$ cat src/rtl/int_sequencer_pkg.sv
// rtl/int_sequencer_pkg.sv - shared constants, state type and width helper for the interrupt sequencer
package int_sequencer_pkg;

    localparam logic [15:0] INT_VECTOR_BASE = 16'hFFFA;

    // Source indices; lower index wins arbitration.
    localparam int INT_NMI = 0;
    localparam int INT_RES = 1;
    localparam int INT_IRQ = 2;

    typedef enum logic [1:0] {
        INT_IDLE     = 2'd0,
        INT_FETCH_LO = 2'd1,
        INT_FETCH_HI = 2'd2,
        INT_DONE     = 2'd3
    } int_state_t;

    // Width of a source index; never narrower than one bit.
    function automatic int src_w(input int n);
        return (n > 1) ? $clog2(n) : 1;
    endfunction

endpackage

$ cat src/rtl/int_prio_enc.sv
// rtl/int_prio_enc.sv - lowest-index-first priority encoder over the eligible request vector
module int_prio_enc
    import int_sequencer_pkg::*;
#(
    parameter int NUM_SRC = 3,
    parameter int SRC_W   = src_w(NUM_SRC)
) (
    input  logic [NUM_SRC-1:0] eligible, // one bit per source
    output logic               any,      // at least one bit set
    output logic [SRC_W-1:0]   idx       // lowest set index, 0 when none
);

    // Scan from the top down so the last hit is the lowest index.
    always_comb begin
        any = |eligible;
        idx = '0;
        for (int i = NUM_SRC - 1; i >= 0; i--) begin
            if (eligible[i]) begin
                idx = SRC_W'(i);
            end
        end
    end

endmodule

$ cat src/rtl/int_sequencer.sv
// rtl/int_sequencer.sv - arbitrates interrupt sources and fetches the 2-byte vector of the winner
module int_sequencer
    import int_sequencer_pkg::*;
#(
    parameter int                    NUM_SRC     = 3,
    parameter int                    ADDR_WIDTH  = 16,
    parameter int                    DATA_WIDTH  = 8,
    parameter logic [ADDR_WIDTH-1:0] VECTOR_BASE = INT_VECTOR_BASE,
    parameter logic [NUM_SRC-1:0]    EDGE_MASK   = 3'b001,
    parameter logic [NUM_SRC-1:0]    MASK_EN     = 3'b100
) (
    input  logic                         clk,          // rising-edge clock
    input  logic                         reset,        // async, active high
    input  logic [NUM_SRC-1:0]           src_n,        // active-low requests
    input  logic                         i_flag,       // status I bit
    input  logic                         boundary,     // instruction boundary
    output logic                         mem_rd,       // read request, held until mem_valid
    output logic [ADDR_WIDTH-1:0]        mem_addr,     // read address
    input  logic [DATA_WIDTH-1:0]        mem_data,     // read data
    input  logic                         mem_valid,    // completes current read
    output logic                         int_pending,  // some source eligible
    output logic                         busy,         // not idle
    output logic [ADDR_WIDTH-1:0]        vector,       // fetched vector
    output logic [src_w(NUM_SRC)-1:0]    vector_src,   // serviced source
    output logic                         vector_valid  // one-cycle strobe
);

    localparam int SRC_W = src_w(NUM_SRC);

    int_state_t          state;
    logic [NUM_SRC-1:0]  prev_n;
    logic [NUM_SRC-1:0]  pend;
    logic [SRC_W-1:0]    sel;
    logic [DATA_WIDTH-1:0] lo_byte;

    logic [NUM_SRC-1:0]  pending;
    logic [NUM_SRC-1:0]  eligible;
    logic [NUM_SRC-1:0]  pend_set;
    logic [NUM_SRC-1:0]  pend_clr;
    logic                enc_any;
    logic [SRC_W-1:0]    enc_idx;
    logic [ADDR_WIDTH-1:0] lo_addr;

    // Edge sources report the latch, level sources report the pin directly.
    assign pending  = (EDGE_MASK & pend) | (~EDGE_MASK & ~src_n);
    assign eligible = pending & ~(MASK_EN & {NUM_SRC{i_flag}});
    assign pend_set = EDGE_MASK & prev_n & ~src_n;
    assign pend_clr = (state == INT_DONE) ? (NUM_SRC'(1) << sel) : '0;
    assign lo_addr  = VECTOR_BASE + (ADDR_WIDTH'(enc_idx) << 1);

    assign int_pending = enc_any;
    assign busy        = (state != INT_IDLE);

    int_prio_enc #(
        .NUM_SRC (NUM_SRC),
        .SRC_W   (SRC_W)
    ) u_prio_enc (
        .eligible (eligible),
        .any      (enc_any),
        .idx      (enc_idx)
    );

    // A new falling edge in the same cycle as the DONE clear keeps the latch set.
    always_ff @(posedge clk or posedge reset) begin
        if (reset) begin
            prev_n <= '1;
            pend   <= '0;
        end else begin
            prev_n <= src_n;
            pend   <= (pend & ~pend_clr) | pend_set;
        end
    end

    always_ff @(posedge clk or posedge reset) begin
        if (reset) begin
            state        <= INT_IDLE;
            sel          <= '0;
            lo_byte      <= '0;
            mem_rd       <= 1'b0;
            mem_addr     <= '0;
            vector       <= '0;
            vector_src   <= '0;
            vector_valid <= 1'b0;
        end else begin
            vector_valid <= 1'b0;
            case (state)
                INT_IDLE: begin
                    if (boundary && enc_any) begin
                        sel      <= enc_idx;
                        mem_addr <= lo_addr;
                        mem_rd   <= 1'b1;
                        state    <= INT_FETCH_LO;
                    end
                end
                INT_FETCH_LO: begin
                    if (mem_valid) begin
                        lo_byte  <= mem_data;
                        mem_addr <= mem_addr + ADDR_WIDTH'(1);
                        state    <= INT_FETCH_HI;
                    end
                end
                INT_FETCH_HI: begin
                    if (mem_valid) begin
                        vector       <= ADDR_WIDTH'({mem_data, lo_byte});
                        vector_src   <= sel;
                        vector_valid <= 1'b1;
                        mem_rd       <= 1'b0;
                        state        <= INT_DONE;
                    end
                end
                INT_DONE: begin
                    state <= INT_IDLE;
                end
                default: begin
                    state <= INT_IDLE;
                end
            endcase
        end
    end

endmodule

$ cat config.mk
export PLATFORM = sky130hd
export DESIGN_NAME = int_sequencer
export DESIGN_NICKNAME = d
export VERILOG_FILES = /design/src/rtl/int_sequencer_pkg.sv /design/src/rtl/int_prio_enc.sv /design/src/rtl/int_sequencer.sv
export SDC_FILE = /design/constraint.sdc
export NUM_CORES = 1
export LEC_CHECK = 0
export CORE_ASPECT_RATIO = 0.6
export CORE_MARGIN = 3
export CORE_UTILIZATION = 40
export DETAILED_ROUTE_END_ITERATION = 7
export DONT_BUFFER_PORTS = 1
export GPL_ROUTABILITY_DRIVEN = 0
export PLACE_DENSITY = 0.53
export SLEW_MARGIN = 10
export SYNTH_ARGS = -nofsm -noshare
export SYNTH_HDL_FRONTEND = slang
export SYNTH_HIERARCHICAL = 1
export SYNTH_SLANG_ARGS = --single-unit
$ cat constraint.sdc
create_clock -name clk -period 2.4 [get_ports clk]
set_input_delay 0.36 -clock clk [delete_from_list [all_inputs] [get_ports clk]]
set_output_delay 0.36 -clock clk [all_outputs]
set_load 0.01 [all_outputs]
# After elaboration in Yosys (flattened, before gate mapping)
# Index checks and enable logic that the tools add are counted.
dict set report totals {
  output_inout_bits 38
  reg_bits 52
  input_bits 16
  wordCells 55
}
dict set report classes {
  n_reduce_logical 12
  n_bitwise 8
  n_shift 1
  mux 16
  eq_ne 6
  addsub 2
}
# op n
set ops {}
lappend ops {{$mux W16} 2}
lappend ops {{$pmux W16 S2} 1}
lappend ops {{$add A16 B1 Y16 const B} 1}
lappend ops {{$mux W2} 6}
lappend ops {{$not A3 Y3} 3}
lappend ops {{$reduce_and A3 Y1} 3}
lappend ops {{$pmux W2 S4} 1}
lappend ops {{$and A3 B3 Y3} 2}
lappend ops {{$ne A2 B2 Y1 const B} 3}
lappend ops {{$reduce_and A2 Y1} 3}
lappend ops {{$reduce_bool A2 Y1} 3}
lappend ops {{$add A4 B4 Y5 const A} 1}
lappend ops {{$eq A2 B2 Y1 const B} 2}
lappend ops {{$mux W1} 4}
lappend ops {{$and A1 B3 Y3} 1}
lappend ops {{$mux W3} 1}
lappend ops {{$or A1 B3 Y3} 1}
lappend ops {{$or A3 B3 Y3} 1}
lappend ops {{$reduce_or A3 Y1} 1}
lappend ops {{$shl A1 B2 Y3 const A} 1}
lappend ops {{$eq A2 B1 Y1 const B} 1}
lappend ops {{$logic_not A2 Y1} 1}
lappend ops {{$pmux W1 S2} 1}
lappend ops {{$logic_and A1 B1 Y1} 1}

# Depth between registers and ports, before layout
# Gate-level depths: netlist of the first run.
dict set report depth {
  depth_word 9
  depth_mapped 8
  mapped_depth_nobuf 7
}

# Cells and area by module
# Netlist of the first run, hierarchy kept.
# module cells_per_inst seq_area_each_um2 area_per_inst_um2 n_inst
set modules_own_cells {}
lappend modules_own_cells {int_sequencer 216 1252.5 2459.9 1}
lappend modules_own_cells {int_prio_enc 3 0.0 20.0 1}

# Worst setup path before layout of the first run
# OpenSTA, ideal clock, no wires.
dict set report synth_path {
  path_kind {input to register}
  startpoint {in src_n[1]}
  endpoint {reg mem_addr[5]}
  setup_ns 0.121
  arrival_time_ns 1.635
  path_stages 7
  required_time_ns 2.279
  slack_ns 0.643
  path_buffers 1
  cell_sequence {inv_1 > or3_1 > a21bo_2 > o211ai_2 > buf_4 > nor2_1 > o22a_1}
}
dict set report synth_between {
  word_cells_on_any_way 12
  classes_between {add/sub (1); eq/ne (1); mux (4); bitwise (3); reduce/logical (3)}
}
# element line_no
set synth_lines {}
lappend synth_lines {{start, declared} int_sequencer.sv:14} ;# input logic [NUM_SRC-1:0] src_n,
lappend synth_lines {{$not A3 Y3} int_sequencer.sv:45} ;# assign pending = (EDGE_MASK & pend) | (~EDGE_MASK & ~src_n);
lappend synth_lines {{$or A1 B3 Y3} int_sequencer.sv:45}
lappend synth_lines {{$and A3 B3 Y3} int_sequencer.sv:46} ;# assign eligible = pending & ~(MASK_EN & {NUM_SRC{i_flag}});
lappend synth_lines {{$reduce_or A3 Y1} int_prio_enc.sv:15} ;# any = |eligible;
lappend synth_lines {{net int_pending} int_sequencer.sv:21} ;# output logic int_pending,
lappend synth_lines {{$logic_and A1 B1 Y1} int_sequencer.sv:88} ;# if (boundary && enc_any) begin
lappend synth_lines {{$ne A2 B2 Y1 (no source line)} --}
lappend synth_lines {{$reduce_and A3 Y1 (no source line)} --}
lappend synth_lines {{end signal, assigned} int_sequencer.sv:90} ;# mem_addr <= lo_addr;
lappend synth_lines {{end signal, assigned} int_sequencer.sv:98} ;# mem_addr <= mem_addr + ADDR_WIDTH'(1);
lappend synth_lines {{end, declared} int_sequencer.sv:18} ;# output logic [ADDR_WIDTH-1:0] mem_addr,
# The timed path passes the listed nets, and every way through them passes these cells. The select of a mux whose other input is x is not followed.
# A chain may end at the register's enable or synchronous reset.

# Final worst setup path of the first run
dict set report layout_path {
  startpoint {reg state[1]}
  endpoint {reg mem_addr[13]}
}
dict set report layout_between {
  elab_chain_cells 3
  word_cells_on_any_way 7
  classes_between {eq/ne (3); mux (1); reduce/logical (3)}
}
# element line_no
set layout_rtl {}
lappend layout_rtl {{start, declared} int_sequencer.sv:30} ;# int_state_t state;
lappend layout_rtl {{start signal, assigned} int_sequencer.sv:76} ;# state <= INT_IDLE;
lappend layout_rtl {{start signal, assigned} int_sequencer.sv:92} ;# state <= INT_FETCH_LO;
lappend layout_rtl {{start signal, assigned} int_sequencer.sv:99} ;# state <= INT_FETCH_HI;
lappend layout_rtl {{$eq A2 B1 Y1 or $logic_not A2 Y1 (tied branches)} int_sequencer.sv:86} ;# case (state)
lappend layout_rtl {{$ne A2 B2 Y1 (no source line) or $reduce_bool A2 Y1 (tied branches)} --}
lappend layout_rtl {{$reduce_and A3 Y1 (no source line)} --}
# Several ways; a longest one is shown, not always the timed one.

==> results.rst, run 1 <==
.. list-table::
   :header-rows: 1

   * - Metric
     - Value
   * - Final global-route overflow total
     - 0
   * - Fraction of layout instances using a drive strength above 1
     - 0.208
   * - Most frequent cell after synthesis
     - dfrtp_1
   * - Vias after detailed routing
     - between 1500 and 2000
   * - Setup Buffers After CTS
     - 0
   * - Final net count
     - 243
   * - Slowest stage delay, CP
     - around 0.55 ns
   * - Final HPWL from detailed placement
     - between 4000 and 5000 um
   * - Status
     - finished clean
   * - Number of enable-type register cells in the synthesized netlist
     - 0
   * - Die Footprint
     - 7210 um^2
   * - Most used flip-flop cell after synthesis
     - dfrtp_1
   * - Fraction of the cycle the final worst path needs
     - 0.861
   * - Synth warnings
     - 6
   * - Number of I/O port buffers
     - 0
   * - Resize count post-CTS
     - 0
   * - Vias in the first global route
     - around 1800
   * - Async set-or-reset flop fraction in the synthesized netlist
     - 1.00
   * - Ratio of total power to cell area
     - 1400 nW/um^2
   * - Avg WL per Cell
     - 18.4 um
   * - Avg Vias per Cell
     - between 5 and 6
   * - Maximum clock skew at final layout
     - 0.00606 ns
   * - Req. time, crit path
     - 2.60 ns
   * - Global-route usage over all layers
     - 0.166
   * - Number of endpoints with negative hold slack in the final report
     - 0
   * - Cell Rows
     - 21
   * - Worst path arrival time
     - 2.27 ns
   * - Worst skew pair latency
     - 0.30 ns
   * - Max-Cap Viols
     - 0
   * - Final setup margin
     - around 0.33 ns
   * - Worst slack, placed
     - 0.364 ns
   * - Capture point of the worst reg-to-reg path
     - mem_addr[13]$_DFFE_PP0P_
   * - Ant. Diodes
     - 0
   * - Wire length of the first global-routing pass
     - 9260 um
   * - Worst vdd rail ir drop
     - 0.497 mV
   * - Worst-path fanout max
     - 25
   * - Worst-Margin Slew
     - 0.645 ns
   * - Final setup TNS
     - 0 ns
   * - TritonCTS clock tree
     - done
   * - Highest achievable clock rate
     - ~480 MHz
   * - Clock Sinks
     - 50
   * - Cell family with most CP delay
     - compound AO/OA/AOI/OAI gates
   * - R2r setup slk
     - approximately 0.33 ns
   * - Count of mapped cells out of synthesis
     - 219
   * - Mapped Area
     - 2480 um^2
   * - Fin. max-slew vios
     - 0
   * - Portion of the post-synthesis area used by sequential elements
     - 0.505
   * - Worst-path cell with the longest stage delay
     - o211ai_2
   * - CP startpoint
     - state[1]$_DFFE_PP0P_
   * - Dominant cells by area after synthesis
     - dfrtp_1 (49%), mux2_2 (11%), ha_1 (3.5%)
   * - Register bit total from synthesis
     - 50
   * - Average cell area after synthesis
     - 11.3 um^2
   * - Post-synthesis net count
     - about 240
   * - Largest area contributor in the netlist
     - dfrtp_1
   * - Cell chosen for the clock root
     - clkbuf_8
   * - Critical Path Sink Type
     - flip-flop
   * - Final antenna-violating net count
     - 0
   * - Cell types with the highest counts after synthesis
     - dfrtp_1 (49), mux2_2 (24), a21oi_1 (15), nor2_1 (15), o21ai_0 (12)
   * - Height of the die
     - roughly 67 um
   * - Post-layout minimum cycle time
     - 2.07 ns
   * - Worst reg2reg path depth
     - 6
   * - Clock buffer count from CTS
     - 5
   * - Type of the most critical hold path
     - in2reg
   * - TritonRoute pass-1 iters
     - 4
   * - Maximum level of the CTS H-tree
     - 2
   * - Worst Setup Path Type
     - reg2reg
   * - Hold_buf cts
     - 0
   * - Layout-stage area growth over the synthesis result
     - 7.42%
   * - Count of routing violations after the opening detailed-route iteration
     - 131
   * - Initial standard-cell utilization of the core
     - 0.429
   * - Antenna violations before repair
     - 0
   * - Count of buffering cells on the critical path with inverters included
     - 2
   * - Pin count of the biggest net entering global routing
     - 51
   * - DRC violations left
     - 0
   * - Unrepaired setup endpoints after global routing
     - false
   * - Total number of cells along the worst setup path
     - 6
   * - Register clock-pin slew on the reported worst setup and hold paths
     - 0.10 ns
   * - Critical-path cell list
     - inv_1 > ha_1 > buf_4 > o211ai_2 > nor2_1 > nor4_1
   * - Final Routed Wirelength
     - 5530 um
   * - Crit path launch type
     - flip-flop
   * - Final-report setup violation count
     - 0
   * - Ports placed on the boundary
     - 54
   * - DIE WIDTH
     - roughly 110 um
   * - Total leakage power
     - 0.00110 uW
   * - Reg2Reg Launch Point
     - state[1]$_DFFE_PP0P_
   * - Core area
     - 5780 um^2
   * - Post-synthesis cell type count
     - 45
   * - Fraction of post-synthesis cell area in the top cell type by area
     - 0.494
   * - Clock Tree Buf Depth
     - 2
   * - Total Power
     - 3720 uW
   * - Setup crit end
     - mem_addr[13]$_DFFE_PP0P_
   * - Normalized max-slew margin
     - 0.570
[how the worst min path moves through the flow]
| stage | depth (start not counted) | endpoint | startpoint | slack, ns |
|---|---|---|---|---|
| floorplan | 0 | prev_n[0]$_DFF_PP1_ | src_n[0] | 0.36 |
| global placement | 0 | prev_n[0]$_DFF_PP1_ | src_n[0] | 0.36 |
| detailed placement | 0 | prev_n[0]$_DFF_PP1_ | src_n[0] | 0.36 |
| CTS | 0 | prev_n[0]$_DFF_PP1_ | src_n[0] | 0.03 |
| global route | 0 | prev_n[0]$_DFF_PP1_ | src_n[0] | 0.007 |
| finish | 0 | prev_n[0]$_DFF_PP1_ | src_n[0] | 0.04 |
[per-stage QoR]
step	instance area [um^2]	hold slack, ns	util	std cells
2_1_floorplan	2480	0.364	-	219
3_3_place_gp	2550	0.365	0.441	293
3_5_place_dp	2550	0.365	0.441	293
4_1_cts	2660	0.0342	0.461	301
5_1_grt	2660	0.00737	0.461	301
6_report	2660	0.0446	0.461	301
[logic make-up after synthesis]
kind of cell | Yosys count | synth area share
AO/OA/AOI/OAI | 52 | 0.145
adder cells (fa/ha/maj) | 7 | 0.0353
buffers and inverters | 19 | 0.0388
flip-flops | 50 | 0.505
multiplexers | 30 | 0.136
AND/OR/NAND/NOR | 61 | 0.140
[power breakdown]
| part | internal (uW) | leakage (uW) | switching [uW] |
|---|---|---|---|
| logic | 667 | 0.000480 | 787 |
| clock network | 313 | 0.0000585 | 286 |
| registers | 1200 | 0.000567 | 464 |
[placed cells by master (no fill, tap or decap), types with 2 or more instances in the layout]
cell       synthesis  routed
and4_1             3       3
a41oi_1            2       2
o21ai_0           12      12
and3_1             2       2
inv_1              8       7
nor2_1            15      15
a32oi_1            2       2
clkbuf_8           0       5
nor4_1             3       3
mux2_1             6       6
nand4_1            8       8
dfrtp_1           49      49
nor2b_1            2       2
buf_4              3       5
mux2_2            24      24
ha_1               7       7
nor3b_1            2       2
nand3_1            7       7
a2bb2oi_1          5       5
nand2_1           11      11
o31a_1             2       2
a21oi_1           15      15
o21a_1             2       2
o22a_1             3       3
[routing by layer]
metal / global-route usage / vias to the layer above / part of all wire
li1: - / 805 / -
met3: 0.0532 / 2 / 0.11
met2: 0.248 / 74 / 0.42
met1: 0.235 / 884 / 0.46
met5: 0 / - / 0
met4: 0.0362 / 0 / 0.0036
[sequential cells by signal, indices dropped and copies added, names as in the netlist]
| register | cells |
|---|---|
| mem_addr | 16 |
| vector | 16 |
| lo_byte | 8 |
| sel | 2 |
| state | 2 |
| vector_src | 2 |
| mem_rd | 1 |
| pend | 1 |
| prev_n | 1 |
| vector_valid | 1 |
[cell type report]
class | count | area [um^2]
fill | 544 | 3120
clock inverter | 3 | 43.8
multi-input combinational | 150 | 1130
timing repair buffer | 5 | 37.5
sequential | 50 | 1250
clock buffer | 5 | 68.8
tap | 80 | 100
inverter | 8 | 30.0
No activity file was read; power rests on OpenSTA's default activity.
==> run 2, diff against run 1 <==
SLEW_MARGIN = 0   (was 10)
==> results of run 2 <==
The final DEF is identical to that of run 1; final timing and power are the same.
